--- config.mk ---
export PLATFORM = sky130hd
export DESIGN_NAME = seq_control
export DESIGN_NICKNAME = d
export VERILOG_FILES = /design/src/rtl/cpu_pkg.sv /design/src/rtl/uc_decode.sv /design/src/rtl/seq_control.sv
export SDC_FILE = /design/constraint.sdc
export NUM_CORES = 1
export LEC_CHECK = 0
export CAP_MARGIN = 20
export CORE_ASPECT_RATIO = 1.5
export CORE_UTILIZATION = 46
export CTS_CLUSTER_DIAMETER = 60
export DETAILED_ROUTE_END_ITERATION = 6
export GPL_TIMING_DRIVEN = 0
export HOLD_SLACK_MARGIN = 0.03
export PLACE_DENSITY_LB_ADDON = 0.1
export SYNTH_ARGS = -nofsm -noshare
export SYNTH_HDL_FRONTEND = slang
export SYNTH_SLANG_ARGS = --single-unit
export TNS_END_PERCENT = 5
--- constraint.sdc ---
create_clock -name clk -period 6.3 [get_ports clk]
set_clock_uncertainty 0.2 [all_clocks]
set_input_delay 1.89 -clock clk [delete_from_list [all_inputs] [get_ports clk]]
set_output_delay 1.89 -clock clk [all_outputs]
set_load 0.005 [all_outputs]
--- src/rtl/cpu_pkg.sv ---
// Shared opcode, state and fault-code definitions for the CPU sequencing control unit.
package cpu_pkg;

    localparam logic [5:0] OP_NOP  = 6'b000000;
    localparam logic [5:0] OP_JMP  = 6'b000001;
    localparam logic [5:0] OP_JZ   = 6'b000010;
    localparam logic [5:0] OP_JNZ  = 6'b000011;
    localparam logic [5:0] OP_CALL = 6'b001000;
    localparam logic [5:0] OP_RET  = 6'b001001;
    localparam logic [5:0] OP_HALT = 6'b001010;
    localparam logic [5:0] OP_WAIT = 6'b001011;

    // LI occupies the whole 0001xx block; the low two bits belong to the immediate field.
    localparam logic [3:0] OP_LI_HI = 4'b0001;

    localparam logic [2:0] FC_NONE      = 3'b000;
    localparam logic [2:0] FC_OVERFLOW  = 3'b001;
    localparam logic [2:0] FC_UNDERFLOW = 3'b010;
    localparam logic [2:0] FC_ILLEGAL   = 3'b011;
    localparam logic [2:0] FC_WAIT_TO   = 3'b100;

    typedef enum logic [1:0] {
        ST_RUN   = 2'd0,
        ST_WAIT  = 2'd1,
        ST_HALT  = 2'd2,
        ST_FAULT = 2'd3
    } state_t;

    typedef struct packed {
        logic       pc_we;
        logic       s_inc;
        logic       s_inm;
        logic       we3;
        logic       wez;
        logic       s_pila;
        logic       push;
        logic       pop;
        logic [2:0] op_alu;
    } ctrl_t;

    typedef struct packed {
        logic is_call;
        logic is_ret;
        logic is_halt;
        logic is_wait;
        logic illegal;
    } op_class_t;

    localparam ctrl_t CTRL_IDLE = '0;

endpackage

--- src/rtl/uc_decode.sv ---
// Raw opcode/z decode into a datapath control vector plus instruction class flags.
module uc_decode
    import cpu_pkg::*;
(
    input  logic [5:0] opcode,
    input  logic       z,
    output ctrl_t      ctrl,
    output op_class_t  cls
);

    always_comb begin
        ctrl = CTRL_IDLE;
        cls  = '0;
        if (opcode[5]) begin
            ctrl.op_alu = opcode[4:2];
            ctrl.we3    = 1'b1;
            ctrl.wez    = 1'b1;
            ctrl.pc_we  = 1'b1;
            ctrl.s_inc  = 1'b1;
        end else if (opcode[5:2] == OP_LI_HI) begin
            ctrl.we3   = 1'b1;
            ctrl.s_inm = 1'b1;
            ctrl.pc_we = 1'b1;
            ctrl.s_inc = 1'b1;
        end else begin
            case (opcode)
                OP_NOP: begin
                    ctrl.pc_we = 1'b1;
                    ctrl.s_inc = 1'b1;
                end
                OP_JMP: ctrl.pc_we = 1'b1;
                OP_JZ: begin
                    ctrl.pc_we = 1'b1;
                    ctrl.s_inc = !z;
                end
                OP_JNZ: begin
                    ctrl.pc_we = 1'b1;
                    ctrl.s_inc = z;
                end
                OP_CALL: begin
                    ctrl.push   = 1'b1;
                    ctrl.pc_we  = 1'b1;
                    cls.is_call = 1'b1;
                end
                OP_RET: begin
                    ctrl.pop    = 1'b1;
                    ctrl.s_pila = 1'b1;
                    ctrl.pc_we  = 1'b1;
                    cls.is_ret  = 1'b1;
                end
                OP_HALT: cls.is_halt = 1'b1;
                // WAIT decodes as an advance; the sequencer cancels it when no event is present.
                OP_WAIT: begin
                    ctrl.pc_we  = 1'b1;
                    ctrl.s_inc  = 1'b1;
                    cls.is_wait = 1'b1;
                end
                default: cls.illegal = 1'b1;
            endcase
        end
    end

endmodule

--- src/rtl/seq_control.sv ---
// Run-control sequencer: gates the raw decode by RUN/WAIT/HALT/FAULT state, tracks call depth,
// WAIT timeout and retired-instruction count.
module seq_control
    import cpu_pkg::*;
#(
    parameter int DEPTH   = 8,
    parameter int WAIT_TO = 0
) (
    input  logic                       clk,
    input  logic                       reset,
    input  logic [5:0]                 opcode,
    input  logic                       z,
    input  logic                       ev,
    input  logic                       resume,
    output logic                       pc_we,
    output logic                       s_inc,
    output logic                       s_inm,
    output logic                       we3,
    output logic                       wez,
    output logic                       s_pila,
    output logic                       push,
    output logic                       pop,
    output logic [2:0]                 op_alu,
    output logic                       ev_ack,
    output logic                       halted,
    output logic                       fault,
    output logic [2:0]                 fault_code,
    output logic [$clog2(DEPTH+1)-1:0] depth,
    output logic [15:0]                icount,
    output state_t                     dbg_state
);

    localparam int DW = $clog2(DEPTH + 1);
    localparam int CW = (WAIT_TO > 1) ? $clog2(WAIT_TO) + 1 : 1;
    localparam logic [DW-1:0] DEPTH_MAX = DW'(DEPTH);
    localparam logic [CW-1:0] WAIT_LAST = CW'((WAIT_TO > 0) ? WAIT_TO - 1 : 0);

    state_t        state;
    state_t        next_state;
    ctrl_t         ctrl_raw;
    ctrl_t         ctrl;
    op_class_t     cls;
    logic          ack;
    logic          fault_set;
    logic [2:0]    fault_code_nx;
    logic [CW-1:0] wait_cnt;

    uc_decode u_decode (
        .opcode (opcode),
        .z      (z),
        .ctrl   (ctrl_raw),
        .cls    (cls)
    );

    always_ff @(posedge clk or negedge reset) begin
        if (!reset) begin
            state <= ST_RUN;
        end else begin
            state <= next_state;
        end
    end

    always_comb begin
        next_state    = state;
        fault_set     = 1'b0;
        fault_code_nx = FC_NONE;
        case (state)
            ST_RUN: begin
                if (cls.illegal) begin
                    fault_set     = 1'b1;
                    fault_code_nx = FC_ILLEGAL;
                end else if (cls.is_call && depth == DEPTH_MAX) begin
                    fault_set     = 1'b1;
                    fault_code_nx = FC_OVERFLOW;
                end else if (cls.is_ret && depth == '0) begin
                    fault_set     = 1'b1;
                    fault_code_nx = FC_UNDERFLOW;
                end else if (cls.is_halt) begin
                    next_state = ST_HALT;
                end else if (cls.is_wait && !ev) begin
                    next_state = ST_WAIT;
                end
            end
            // An event arriving in the timeout cycle still completes the WAIT.
            ST_WAIT: begin
                if (ev) begin
                    next_state = ST_RUN;
                end else if (WAIT_TO > 0 && wait_cnt == WAIT_LAST) begin
                    fault_set     = 1'b1;
                    fault_code_nx = FC_WAIT_TO;
                end
            end
            ST_HALT: begin
                if (resume) begin
                    next_state = ST_RUN;
                end
            end
            default: next_state = ST_FAULT;
        endcase
        if (fault_set) begin
            next_state = ST_FAULT;
        end
    end

    // ev/ev_ack handshake: ev is a level held by the requester; ev_ack pulses for exactly the
    // cycle in which a WAIT (decoded in RUN or pending in WAIT) observes ev=1 and retires.
    always_comb begin
        ctrl = CTRL_IDLE;
        ack  = 1'b0;
        if (reset) begin
            case (state)
                ST_RUN: begin
                    if (!fault_set && !cls.is_halt && !(cls.is_wait && !ev)) begin
                        ctrl = ctrl_raw;
                        ack  = cls.is_wait;
                    end
                end
                ST_WAIT: begin
                    if (ev) begin
                        ctrl.pc_we = 1'b1;
                        ctrl.s_inc = 1'b1;
                        ack        = 1'b1;
                    end
                end
                ST_HALT: begin
                    if (resume) begin
                        ctrl.pc_we = 1'b1;
                        ctrl.s_inc = 1'b1;
                    end
                end
                default: ctrl = CTRL_IDLE;
            endcase
        end
    end

    always_ff @(posedge clk or negedge reset) begin
        if (!reset) begin
            depth      <= '0;
            icount     <= '0;
            wait_cnt   <= '0;
            fault      <= 1'b0;
            fault_code <= FC_NONE;
        end else begin
            if (ctrl.pc_we) begin
                icount <= icount + 16'd1;
            end
            if (ctrl.push) begin
                depth <= depth + 1'b1;
            end else if (ctrl.pop) begin
                depth <= depth - 1'b1;
            end
            // Held at zero outside WAIT so every WAIT entry starts counting from zero.
            if (state == ST_WAIT) begin
                wait_cnt <= wait_cnt + 1'b1;
            end else begin
                wait_cnt <= '0;
            end
            if (fault_set) begin
                fault      <= 1'b1;
                fault_code <= fault_code_nx;
            end
        end
    end

    assign pc_we     = ctrl.pc_we;
    assign s_inc     = ctrl.s_inc;
    assign s_inm     = ctrl.s_inm;
    assign we3       = ctrl.we3;
    assign wez       = ctrl.wez;
    assign s_pila    = ctrl.s_pila;
    assign push      = ctrl.push;
    assign pop       = ctrl.pop;
    assign op_alu    = ctrl.op_alu;
    assign ev_ack    = ack;
    assign halted    = (state == ST_HALT);
    assign dbg_state = state;

endmodule
# --- After elaboration in Yosys (flattened, before gate mapping) ---
# Index checks and enable logic that the tools add are counted.
word_totals:
  ff_bits: 26
  input_bits: 11
  out_inout_bits: 39
  wordCells: 90
classes:
  n_addsub: 3
  n_eq_ne: 17
  muxes: 47
  n_reduce_logical: 18
op_table:
  columns: ["operator", "n"]
  rows:
  - ["two-way mux 2 bit", 17]
  - ["== test 6 x 4 -> 1 bit (second input constant)", 4]
  - ["two-way mux 11 bit", 2]
  - ["adder 16 x 1 -> 16 bit (second input constant)", 1]
  - ["two-way mux 1 bit", 16]
  - ["== test 6 x 2 -> 1 bit (second input constant)", 2]
  - ["!= test 3 bit (second input constant)", 4]
  - ["case mux 2 bit (3 select lines)", 2]
  - ["two-way mux 5 bit", 2]
  - ["two-way mux 3 bit", 3]
  - ["two-way mux 9 bit", 1]
  - ["two-way mux 4 bit", 2]
  - ["OR reduction 8 bit", 1]
  - ["OR reduction 7 bit", 1]
  - ["== test 6 x 1 -> 1 bit (second input constant)", 1]
  - ["zero test 6 bit", 1]
  - ["AND reduction 6 bit", 1]
  - ["logical AND 1 bit", 5]
  - ["zero test 1 bit", 5]
  - ["adder 4 x 1 -> 4 bit (second input constant)", 1]
  - ["== test 4 x 1 -> 1 bit (second input constant)", 1]
  - ["== test 4 bit (second input constant)", 1]
  - ["zero test 4 bit", 1]
  - ["!= test 4 bit (second input constant)", 1]
  - ["9 further kinds", 9]

# --- Longest topological paths before layout ---
logic_depth:
  ltp_word: 18
  depth_mapped: 13

# --- Modules after synthesis ---
# Synthesis repeated with hierarchy kept, for this count alone.
unflattened:
  hier_cells: 176
  area_unflattened_um2: 1710.4
modules_own_cells:
  columns: ["mod", "instances", "cells_per_inst", "area_each_um2"]
  rows:
  - ["seq_control", 1, 150, 1541.5]
  - ["uc_decode", 1, 26, 168.9]

# --- Worst setup path after synthesis ---
# No wires, ideal clock.
synth_path:
  path_kind: "input -> output"
  start: "in opcode[2]"
  end: "out push"
  arrival_ps: 3646
  required_ps: 4210
  slack_ps: 564
  stages: 7
  path_buffers: 2
  path_cell_list: "or4b_1 buf_6 nand3b_4 or4b_1 buf_2 nand2b_1 inv_1"
synth_via:
  elab_chain_len: 15
  word_cells_on_any_way: 34
  cone_classes: "eq/ne: 8; mux: 16; reduce/logical: 10"
synth_rtl:
  columns: ["element", "line_no", "source"]
  rows:
  - ["start, declared", "seq_control.sv:11", "input logic [5:0] opcode,"]
  - ["== test 6 x 4 -> 1 bit", "uc_decode.sv:26", "case (opcode)"]
  - ["two-way mux 1 bit", "uc_decode.sv:26", null]
  - ["two-way mux 5 bit", "uc_decode.sv:20", "end else if (opcode[5:2] == OP_LI_HI) begin"]
  - ["two-way mux 5 bit", "uc_decode.sv:14", "if (opcode[5]) begin"]
  - ["logical AND 1 bit", "seq_control.sv:75", "end else if (cls.is_ret && depth == '0) begin"]
  - ["two-way mux 1 bit", "seq_control.sv:75", null]
  - ["two-way mux 1 bit", "seq_control.sv:72", "end else if (cls.is_call && depth == DEPTH_MAX) begin"]
  - ["two-way mux 1 bit", "seq_control.sv:69", "if (cls.illegal) begin"]
  - ["two-way mux 1 bit", "seq_control.sv:67", "case (state)"]
  - ["zero test 1 bit", "seq_control.sv:113", "if (!fault_set && !cls.is_halt && !(cls.is_wait && !ev)) begin"]
  - ["logical AND 1 bit (2 in a row)", "seq_control.sv:113", null]
  - ["two-way mux 11 bit (*)", "seq_control.sv:113", null]
  - ["two-way mux 9 bit (*)", "seq_control.sv:111", "case (state)"]
  - ["two-way mux 11 bit (*)", "seq_control.sv:110", "if (reset) begin"]
  - ["end, declared", "seq_control.sv:21", "output logic push,"]
# Every way passes the cells marked *; elsewhere a longest branch is shown, timed or not.

# --- Final worst setup path ---
layout_path:
  start: "in opcode[3]"
  end: "out s_pila"
layout_via:
  elab_chain_len: 15
  word_cells_on_any_way: 34
  cone_classes: "eq/ne: 8; mux: 16; reduce/logical: 10"
layout_rtl:
  columns: ["element", "line_no", "source"]
  rows:
  - ["== test 6 x 4 -> 1 bit", "uc_decode.sv:26", null]
  - ["two-way mux 1 bit", "uc_decode.sv:26", null]
  - ["two-way mux 5 bit", "uc_decode.sv:20", null]
  - ["two-way mux 5 bit", "uc_decode.sv:14", null]
  - ["logical AND 1 bit", "seq_control.sv:75", null]
  - ["two-way mux 1 bit", "seq_control.sv:75", null]
  - ["two-way mux 1 bit", "seq_control.sv:72", null]
  - ["two-way mux 1 bit", "seq_control.sv:69", null]
  - ["two-way mux 1 bit", "seq_control.sv:67", null]
  - ["zero test 1 bit", "seq_control.sv:113", null]
  - ["logical AND 1 bit (2 in a row)", "seq_control.sv:113", null]
  - ["two-way mux 11 bit (*)", "seq_control.sv:113", null]
  - ["two-way mux 9 bit (*)", "seq_control.sv:111", null]
  - ["two-way mux 11 bit (*)", "seq_control.sv:110", null]
  - ["end, declared", "seq_control.sv:20", "output logic s_pila,"]
# Marks and branches as above.

==> metrics.cfg <==
[routing]
drc_errors=0
dr.pass1.iters=4
routed-via-count=1399
detail_route.vias_per_cell=5.44
wirelength_routed_mm=3.76
detail-route-antenna-nets=0
route.detailed.wl_per_inst_um=14.6
drt_iter0_markers=38

[worst_hold_path]
kind_of_path_behind_the_tightest_hold_check=flop to flop
worstHoldStart=icount[15]$_DFFE_PN0P_

[timing]
clock.fmax_mhz=161
rsz_0062_raised_after_global_routing=false
slew_headroom=0.357
max_slew.worst_pin.slew_ns=0.957
worst_slack_ns=0.0702
final-hold-violation-count=0
finalCriticalPeriod_ns=6.23
drv_slew=0
setup_viol=0
timing.setup.tns_ns=0
period_share=0.989

[pwr]
power.static_leakage_nw=0.993
clkPwrFrac=0.138
p_sw_mw=0.254
ir_drop_mv=0.251
combPwrFrac=0.512
power.density_mw_per_mm2=311
total_power_mw=0.691
p_seq_frac=0.350
power.switching_fraction=0.368
power.internal_mw=0.437

[placed_design]
place.gp.congestion=0.817
numPortBuffers=48
detailedPlace.worstSlack_ns=-0.521
placed_cell_area_mm2=0.00213
hpwlAfterDp_mm=2.85

[synth]
combinational_family_with_the_most_area_after_synthesis=simple AND/OR/NAND/NOR gates
post_synth_and_or_nand_nor_area_fraction=0.245
yosys.area_share.xor_xnor=0.117
synth_adder_area_share=0.0684
post_synth_num_cell_types=40
synthFlopType=sky130_fd_sc_hd__dfrtp_1
synth.top_cells.by_area=sky130_fd_sc_hd__dfrtp_1 (40%), sky130_fd_sc_hd__xnor2_1 (11%), sky130_fd_sc_hd__ha_1 (5.6%), sky130_fd_sc_hd__nand3_1 (3.8%), sky130_fd_sc_hd__inv_1 (3.1%)
syn-mean-instance-area_um2=9.65
synth-compound-area-share=0.0899
yosysTopAreaCell=sky130_fd_sc_hd__dfrtp_1
seq_area_frac_synth=0.398
synth_enable_flop_cells=0
synth.top_cell.area_share=0.398
mapped_cell_area_mm2=0.00157
synth_mux_area_frac=0.0239
syn-num-nets=182
synth.ff_latch_count=25
post_synth_inst_count=163
async_flop_share=1.00
ys.warnings.count=0

[die]
initial_cell_density_of_the_core=0.493
design.die.area_mm2=0.00366
core.rowCount=25
die_height_um=73.6
design.core.area_mm2=0.00319
die_width_um=49.7
number_of_top_level_pins=50

[critical_path]
r2r-start=dbg_state[0]$_DFFE_PN0P_
cp-start-kind=input pin
critical_path_required_ns=4.21
timing.critical_path.to_type=output port
path_class=input pin to output port
timing.critical_path.fanout_max=6
timing.critical_path.from=opcode[3]
arrival_ns=4.14

[finish]
layout_common_cells=sky130_fd_sc_hd__clkdlybuf4s50_1 (41), sky130_fd_sc_hd__dfrtp_1 (25), sky130_fd_sc_hd__xnor2_1 (20)
final_layout_size_suffix_gt1_frac=0.124
antenna_cells_inserted=0
num-fill-cells=275
synthToLayoutAreaGrowth_pct=41.0
layout.nets=237
postLayoutCellArea_mm2=0.00222
mostFrequentLayoutCell=sky130_fd_sc_hd__clkdlybuf4s50_1

[run_status]
run_status=completed

[grt]
grt-ovfl-total=0
via_count_of_the_first_global_routing_pass=1414
grt_pass1_wl_mm=6.47
grt_max_degree=19
grtUsageTotal=0.232
antenna_found_initial=0

[cts]
cts-root-buf=sky130_fd_sc_hd__clkbuf_8
tritoncts=built
cts_inserted_buffers=3
clkTransAtPathRegs_ns=0.08
clock_sinks=25
ctsLongestPathBuffers=2
htree_levels=1
clk_latency_ns=0.27

[run]
timing.max_cap.violations=0

==> power by group through the flow <==
stage / combinational, mW / sequential (mW) / clock, mW
after floorplan: 0.188 / 0.241 / 0
final: 0.354 / 0.242 / 0.0951
after CTS: 0.356 / 0.242 / 0.0996
after global routing: 0.399 / 0.249 / 0.104
after global placement: 0.328 / 0.241 / 0
after detailed placement: 0.345 / 0.244 / 0
==> path summary, 6_finish.rpt <==
| kind | to | slack [ns] | cells after the start |
|---|---|---|---|
| hold / removal | icount[15]$_DFFE_PN0P_ | 0.27 | 1 |
| hold reg to reg | icount[15]$_DFFE_PN0P_ | 0.27 | 1 |
| max in group asynchronous | icount[6]$_DFFE_PN0P_ | 4.13 | 2 |
| min in group asynchronous | depth[1]$_DFFE_PN0P_ | 1.34 | 1 |
| setup reg to reg | depth[3]$_DFFE_PN0P_ | 2.76 | 13 |
| setup / recovery | s_pila | 0.07 | 8 |
==> metal layers <==
layer | wire (um) | part of all wire | GRT usage | vias to the layer above
met5 | 0 | 0 | 0 | -
met4 | 87 | 0.023 | 0.111 | 0
met3 | 151 | 0.040 | 0.0331 | 7
met2 | 2070 | 0.55 | 0.425 | 38
met1 | 1450 | 0.39 | 0.259 | 686
li1 | - | - | - | 668
==> critical path, stage by stage <==
cell and delay, ns:
sky130_fd_sc_hd__clkdlybuf4s15_1 0.23, sky130_fd_sc_hd__or4b_4 0.54, sky130_fd_sc_hd__nand3b_4 0.18, sky130_fd_sc_hd__or4b_4 0.49, sky130_fd_sc_hd__buf_6 0.14, sky130_fd_sc_hd__nor2_4 0.08, sky130_fd_sc_hd__buf_4 0.11, sky130_fd_sc_hd__clkdlybuf4s50_1 0.48
==> cell usage after synthesis, types with 2 or more instances <==
cell type / count
sky130_fd_sc_hd__xnor2_1: 20
sky130_fd_sc_hd__inv_1: 13
sky130_fd_sc_hd__clkbuf_1: 2
sky130_fd_sc_hd__a21oi_1: 7
sky130_fd_sc_hd__nand2_1: 7
sky130_fd_sc_hd__nor2_1: 11
sky130_fd_sc_hd__a22oi_1: 2
sky130_fd_sc_hd__nor3_1: 5
sky130_fd_sc_hd__nand2b_1: 2
sky130_fd_sc_hd__nand3_1: 12
sky130_fd_sc_hd__or4b_1: 2
sky130_fd_sc_hd__o21bai_1: 2
sky130_fd_sc_hd__and3_1: 7
sky130_fd_sc_hd__nand4_1: 4
sky130_fd_sc_hd__and4_1: 2
sky130_fd_sc_hd__ha_1: 7
sky130_fd_sc_hd__nor4_1: 3
sky130_fd_sc_hd__mux2_2: 2
sky130_fd_sc_hd__buf_4: 2
sky130_fd_sc_hd__a21boi_0: 2
sky130_fd_sc_hd__nor2b_1: 4
sky130_fd_sc_hd__o21ai_0: 3
sky130_fd_sc_hd__dfrtp_1: 25
==> final cells by class <==
type,count,area [um^2],share of cell area
clock buffer,4,45.0,0.0203
sequential,25,626,0.282
inverter,13,48.8,0.0220
buffer,5,33.8,0.0152
timing repair buffer,51,514,0.232
tap,40,50.0,0.0226
multi-input combinational,119,900,0.406
==> stage by stage <==
step | hold slack, ns | instances | util
detailed placement | 0.266 | 252 | 0.668
global route | 0.291 | 257 | 0.695
CTS | 0.279 | 256 | 0.694
global placement | 0.264 | 251 | 0.659
floorplan | 0.264 | 163 | -
finish | 0.274 | 257 | 0.695
==> cell families after synthesis <==
family	Yosys count
AO/OA/AOI/OAI	21
XOR/XNOR	21
adder cells (fa/ha/maj)	8
buffers and inverters	19
flip-flops	25
multiplexers	3
other	1
AND/OR/NAND/NOR	65
==> sequential cells by signal (all words and copies together), names as in the netlist <==
| name | count |
|---|---|
| dbg_state | 2 |
| depth | 4 |
| fault | 1 |
| fault_code | 2 |
| icount | 16 |
==> what timing repair did <==
action / in CTS / in global routing
setup endpoints to repair: 12 / 8
setup buffers: 1 / 1
hold buffers: 0 / 0
resized for setup: 19 / 9
pin swaps: 1 / 1
Power figures use the tool's default switching activity.
